**config.mk**
```make
export PLATFORM = sky130hd
export DESIGN_NAME = cache_memory_flat
export DESIGN_NICKNAME = d
export VERILOG_FILES = /design/src/rtl/cache_memory_if.sv /design/src/rtl/cache_memory.sv /design/src/flat_wrapper.sv
export SDC_FILE = /design/constraint.sdc
export NUM_CORES = 1
export LEC_CHECK = 0
export CAP_MARGIN = 10
export CORE_MARGIN = 2
export CORE_UTILIZATION = 40
export DETAILED_ROUTE_END_ITERATION = 16
export DONT_BUFFER_PORTS = 1
export SLEW_MARGIN = 0
export SYNTH_ARGS = -nofsm -noshare
export SYNTH_HDL_FRONTEND = slang
export SYNTH_SLANG_ARGS = --single-unit
```
**constraint.sdc**
```tcl
create_clock -name CLK -period 13.3 [get_ports CLK]
set_clock_uncertainty 0.05 [all_clocks]
set_input_delay 3.99 -clock CLK [delete_from_list [all_inputs] [get_ports CLK]]
set_output_delay 3.99 -clock CLK [all_outputs]
set_load 0.03 [all_outputs]
```
**src/rtl/cache_memory_if.sv**
```systemverilog
// CPU-side and memory-side signals of the data cache, grouped as one bundle.
// The slave modport is the cache itself; the master modport is the CPU/memory environment.
interface cache_memory_if;
  logic         read;
  logic         write;
  logic [31:0]  address;
  logic [31:0]  writedata;
  logic [31:0]  readdata;
  logic         busywait;
  logic         mem_read;
  logic         mem_write;
  logic [27:0]  mem_address;
  logic [127:0] mem_writedata;
  logic [127:0] mem_readdata;
  logic         mem_busywait;
  logic         inst_hit;

  modport slave (
    input  read, write, address, writedata, mem_readdata, mem_busywait, inst_hit,
    output readdata, busywait, mem_read, mem_write, mem_address, mem_writedata
  );

  modport master (
    output read, write, address, writedata, mem_readdata, mem_busywait, inst_hit,
    input  readdata, busywait, mem_read, mem_write, mem_address, mem_writedata
  );
endinterface

```
**src/rtl/cache_memory.sv**
```systemverilog
// Direct-mapped, write-back, write-allocate data cache with 4-word blocks.
// Misses evict a dirty line first, then fetch the block and complete as a hit.
module cache_memory #(
  parameter int INDEX_BITS = 3
) (
  input logic           CLK,
  input logic           RESET,
  cache_memory_if.slave bus
);
  localparam int SETS  = 1 << INDEX_BITS;
  localparam int TAG_W = 28 - INDEX_BITS;

  typedef enum logic [1:0] {IDLE, MEM_WRITE, MEM_READ, UPDATE} state_t;

  state_t state, state_next;

  logic [SETS-1:0]  valid;
  logic [SETS-1:0]  dirty;
  logic [TAG_W-1:0] tag_array  [SETS];
  logic [127:0]     data_array [SETS];

  logic [TAG_W-1:0]      req_tag;
  logic [INDEX_BITS-1:0] req_index;
  logic [1:0]            req_word;
  logic [TAG_W-1:0]      line_tag;
  logic [127:0]          line_data;
  logic                  line_valid;
  logic                  line_dirty;
  logic                  hit;
  logic                  request;
  logic                  commit_write;
  logic                  fill;
  logic                  unused_addr_bits;

  function automatic logic [31:0] get_word(input logic [127:0] block, input logic [1:0] sel);
    return block[{sel, 5'b0} +: 32];
  endfunction

  function automatic logic [127:0] merge_word(input logic [127:0] block, input logic [1:0] sel,
                                              input logic [31:0] word);
    logic [127:0] r;
    r = block;
    r[{sel, 5'b0} +: 32] = word;
    return r;
  endfunction

  assign req_tag          = bus.address[31:4+INDEX_BITS];
  assign req_index        = bus.address[3+INDEX_BITS:4];
  assign req_word         = bus.address[3:2];
  assign unused_addr_bits = &{1'b0, bus.address[1:0]};

  assign line_tag   = tag_array[req_index];
  assign line_data  = data_array[req_index];
  assign line_valid = valid[req_index];
  assign line_dirty = dirty[req_index];

  assign hit     = line_valid && (line_tag == req_tag);
  assign request = bus.read | bus.write;
  // A simultaneous read+write is a write; it commits only once the line is present.
  assign commit_write = RESET && (state == IDLE) && bus.write && hit && bus.inst_hit;
  assign fill         = (state == UPDATE);

  assign bus.busywait = RESET && request && !((state == IDLE) && hit);
  assign bus.readdata = (RESET && hit) ? get_word(line_data, req_word) : 32'd0;

  always_ff @(posedge CLK or negedge RESET) begin
    if (!RESET) begin
      state <= IDLE;
      valid <= '0;
      dirty <= '0;
    end else begin
      state <= state_next;
      if (fill) begin
        valid[req_index] <= 1'b1;
        dirty[req_index] <= 1'b0;
      end else if (commit_write) begin
        dirty[req_index] <= 1'b1;
      end
    end
  end

  // Tag and data storage carry no reset; valid bits alone qualify them.
  always_ff @(posedge CLK) begin
    if (fill) begin
      data_array[req_index] <= bus.mem_readdata;
      tag_array[req_index]  <= req_tag;
    end else if (commit_write) begin
      data_array[req_index] <= merge_word(line_data, req_word, bus.writedata);
    end
  end

  always_comb begin
    state_next        = state;
    bus.mem_read      = 1'b0;
    bus.mem_write     = 1'b0;
    bus.mem_address   = '0;
    bus.mem_writedata = '0;
    unique case (state)
      IDLE: begin
        if (request && !hit && bus.inst_hit)
          state_next = (line_valid && line_dirty) ? MEM_WRITE : MEM_READ;
      end
      MEM_WRITE: begin
        bus.mem_write     = 1'b1;
        bus.mem_address   = {line_tag, req_index};
        bus.mem_writedata = line_data;
        if (!bus.mem_busywait) state_next = MEM_READ;
      end
      MEM_READ: begin
        bus.mem_read    = 1'b1;
        bus.mem_address = {req_tag, req_index};
        if (!bus.mem_busywait) state_next = UPDATE;
      end
      UPDATE: state_next = IDLE;
      default: state_next = IDLE;
    endcase
  end
endmodule

```
**src/flat_wrapper.sv**
```systemverilog
// flat-port wrapper written by rule: the top's interface ports become plain ports
module cache_memory_flat 
#(
  parameter int INDEX_BITS = 3
)
  (CLK, RESET, bus_read, bus_write, bus_address, bus_writedata, bus_mem_readdata, bus_mem_busywait, bus_inst_hit, bus_readdata, bus_busywait, bus_mem_read, bus_mem_write, bus_mem_address, bus_mem_writedata);
  cache_memory_if bus_i ();
  input logic CLK;
  input logic RESET;
  input wire logic [$bits(bus_i.read)-1:0] bus_read;
  input wire logic [$bits(bus_i.write)-1:0] bus_write;
  input wire logic [$bits(bus_i.address)-1:0] bus_address;
  input wire logic [$bits(bus_i.writedata)-1:0] bus_writedata;
  input wire logic [$bits(bus_i.mem_readdata)-1:0] bus_mem_readdata;
  input wire logic [$bits(bus_i.mem_busywait)-1:0] bus_mem_busywait;
  input wire logic [$bits(bus_i.inst_hit)-1:0] bus_inst_hit;
  output wire logic [$bits(bus_i.readdata)-1:0] bus_readdata;
  output wire logic [$bits(bus_i.busywait)-1:0] bus_busywait;
  output wire logic [$bits(bus_i.mem_read)-1:0] bus_mem_read;
  output wire logic [$bits(bus_i.mem_write)-1:0] bus_mem_write;
  output wire logic [$bits(bus_i.mem_address)-1:0] bus_mem_address;
  output wire logic [$bits(bus_i.mem_writedata)-1:0] bus_mem_writedata;
  assign bus_i.read = bus_read;
  assign bus_i.write = bus_write;
  assign bus_i.address = bus_address;
  assign bus_i.writedata = bus_writedata;
  assign bus_i.mem_readdata = bus_mem_readdata;
  assign bus_i.mem_busywait = bus_mem_busywait;
  assign bus_i.inst_hit = bus_inst_hit;
  assign bus_readdata = bus_i.readdata;
  assign bus_busywait = bus_i.busywait;
  assign bus_mem_read = bus_i.mem_read;
  assign bus_mem_write = bus_i.mem_write;
  assign bus_mem_address = bus_i.mem_address;
  assign bus_mem_writedata = bus_i.mem_writedata;
  cache_memory #(.INDEX_BITS(INDEX_BITS)) u_core (.CLK(CLK), .RESET(RESET), .bus(bus_i));
endmodule
```
==> results.ini <==
[routing]
first_pass_iters=6
wl_um=157100
drcViolationCount=0
drtIter0Drc=3805
vias=29840
vias_per_cell=6.087
post_drt_wl_per_cell_um=32.04
ant_nets=0

[sta]
fin_crit_sh_pct=86.63
slew_headroom_pct=20.05
tightest_slew_ps=1196
fin_crit_ps=11520
drv_slew=0
setup_viol_count_final=0
clock.fmax_ghz=0.08679
finalHoldViolations=0
rsz0062_at_grt=no

[die]
rows=130
ioPinCount=389
start_util_pct=40.20
design.core.area_um2=125400
die_h_um=359
die_area_um2=128900
dieWidth_um=359

[cts]
clock_path_buffers=3
cts_tree=built
clock-sinks=1242
post_cts.repair.setup_buffers=0
holdBufCountCts=0
cts_buffers=133
clk_latency_ps=770
post_cts_resize_count=0
cts_htree_levels=4
clk_pin_slew_ps=60
clock-root-buffer=clkbuf_16

[worst_setup_path]
endpoint_kind=output pin
cp.arrival_ps=7480
cp_data_required_time_ps=9260
crit_path_max_fanout=84
critPathKind=input pin to output pin
worstSetupStartpointType=input pin

[yosys]
synth_edf_count=1224
synth_seq_area_share_pct=73.81
synth_nets=3311
synthSimpleGateAreaFrac_pct=5.806
synthXorXnorAreaFrac_pct=0.2954
synth_top_flop_cell=edfxtp_1
syn_inst=3104
yosys_warnings=0
yosysUniqueCellTypes=59
netlist_area_um2=50410
ys_async_sr_fraction_pct=1.449
synth_area_per_cell_um2=16.24
synth_fa_ha_area_share_pct=0.2234
synth_top_family_by_area=compound AO/OA/AOI/OAI gates
synth_compound_area_share_pct=9.946
synth_mux_area_share_pct=7.918
ys_seq_elements=1242

[place]
gp_congestion=0.8415
port_buffers=0
dp_hpwl_um=90570

[power]
total_power_mw=9.029
power.leakage_nw=17.60
ir_drop_mv=0.1369
powerDensity_nw_per_um2=158.7

[run]
max_cap_violations=0

[run_status]
status=completed

[global_route]
grt_max_degree=129
grt_pass1_vias=28340
overflow=0
grt_pass1_wl_um=220300
grt_antenna_before_repair=79
grt_usage_pct=23.78

[final_layout]
fillers=10800
syn_to_final_growth_pct=12.84
nets=3323
utilization_pct=45.36
drive_gt1_share_pct=12.83

[hold_path]
hold_path_class=register to register

[Yosys cell counts (2+ instances only)]
master | instances | area [um2]
edfxtp_1 | 1224 | 36760
buf_1 | 23 | 86.33
nor2b_1 | 15 | 93.84
inv_1 | 18 | 67.56
nor4_1 | 4 | 25.02
dfrtp_1 | 18 | 450.4
nor4b_1 | 2 | 17.52
o31ai_1 | 8 | 60.06
and4_1 | 47 | 411.6
nand3_1 | 9 | 45.04
buf_6 | 12 | 135.1
a22o_1 | 62 | 543.0
ha_1 | 9 | 112.6
o22ai_1 | 7 | 43.79
a222oi_1 | 14 | 140.1
mux2i_1 | 68 | 680.7
a22oi_1 | 316 | 2372
buf_4 | 5 | 37.54
a31oi_1 | 5 | 31.28
and3_1 | 68 | 425.4
xnor2_1 | 13 | 113.9
a21oi_1 | 40 | 200.2
a21boi_0 | 6 | 45.04
mux2_2 | 42 | 473.0
and2_1 | 19 | 118.9
o21ai_0 | 162 | 810.8
clkbuf_1 | 136 | 510.5
or4_1 | 2 | 15.01
nand4b_1 | 2 | 17.52
a221oi_1 | 76 | 665.6
mux4_2 | 66 | 1486
buf_2 | 34 | 170.2
nand2b_1 | 11 | 68.82
o21a_1 | 4 | 30.03
mux2_1 | 120 | 1351
xor2_1 | 4 | 35.03
nand4_1 | 8 | 50.05
nor3_1 | 15 | 75.07
nand2_1 | 192 | 720.7
nor2_1 | 199 | 747.0
[where the power goes]
part           internal, mW  total (mW)  switching (mW)
logic                 0.249       0.985           0.735
registers              4.43        4.46          0.0290
clock network          2.04        3.58            1.54
[per-stage QoR]
stage / setup WS [ps] / cells / hold WS, ps / area, um2 / TNS, ps
global placement: 1915 / 4630 / 395.9 / 52570 / 0
finish: 1778 / 4902 / 411.6 / 56880 / 0
floorplan: -2671 / 3104 / 378.7 / 50410 / -2735020
CTS: 1941 / 4868 / 414.5 / 56780 / 0
global route: 1831 / 4885 / 433.4 / 56840 / 0
detailed placement: 1948 / 4630 / 396.9 / 52570 / 0
[worst max-delay path, cell delays in order]
cell	delay, ps
nor2b_2	440
and2_4	640
buf_4	650
a222oi_1	180
and3_1	240
mux4_2	480
nor2_1	690
[cells in the final DEF, fill, tap and decap left out, types with 40 or more instances in the layout]
cell,Yosys,final
a22o_1,62,62
nand2_1,192,192
edfxtp_1,1224,1224
o21ai_0,162,154
and3_1,68,67
mux2_2,42,42
buf_4,5,70
mux2i_1,68,68
a22oi_1,316,316
and4_1,47,47
a221oi_1,76,76
mux4_2,66,66
clkbuf_16,0,135
nor2_1,199,197
mux2_1,120,120
a21oi_1,40,40
[routing by layer]
| layer | wire length (um) | track usage (%) | vias to the layer above | share of wire, % |
|---|---|---|---|---|
| met4 | 4203 | 7.545 | 46 | 2.7 |
| met3 | 17390 | 7.273 | 260 | 11 |
| met2 | 70650 | 35.44 | 1621 | 45 |
| met1 | 64520 | 33.33 | 15360 | 41 |
| li1 | - | - | 12550 | - |
| met5 | 310 | 0 | - | 0.20 |
[area by class of cell]
type                            instances  area, um2  share of cell area (%)
Multi-Input combinational cell       1633      12370                   21.75
Clock buffer                          161       3486                   6.128
Clock inverter                         77      726.9                   1.278
Sequential cell                      1242      37210                   65.41
Tap cell                             1650       2064                   3.629
Timing Repair Buffer                   87      865.8                   1.522
Antenna cell                           33      82.58                  0.1452
Inverter                               19      76.32                  0.1342
[registers in the layout (all words and copies together) (netlist names), named ones only]
| name | flops |
|---|---|
| u_core.data_array | 1024 |
| u_core.tag_array | 200 |
| u_core.valid | 8 |
| u_core.state | 2 |
[path summary, 6_finish.rpt]
| path | depth (start not counted) | slack (ps) | end | from |
|---|---|---|---|---|
| setup / recovery | 7 | 1780 | bus_readdata[17] | bus_address[4] |
| max in group asynchronous | 0 | 10210 | u_core.valid[1] | RESET |
| setup reg to reg | 11 | 8540 | u_core.data_array[2][95] | u_core.tag_array[7][20] |
| hold / removal | 1 | 410 | u_core.valid[2] | u_core.valid[2] |
| hold reg to reg | 1 | 410 | u_core.valid[2] | u_core.valid[2] |
| min in group asynchronous | 0 | 2890 | asynchronous set/reset pin | RESET |
[cells by family after synthesis]
group,after synthesis
muxes,296
adders and majority gates,9
and+or+nand+nor,603
xor gates and xnor gates,17
buffers and inverters,229
AOI/OAI and AO/OA,708
DFF,1242
Note: power is estimated with default switching activity, not from simulation.
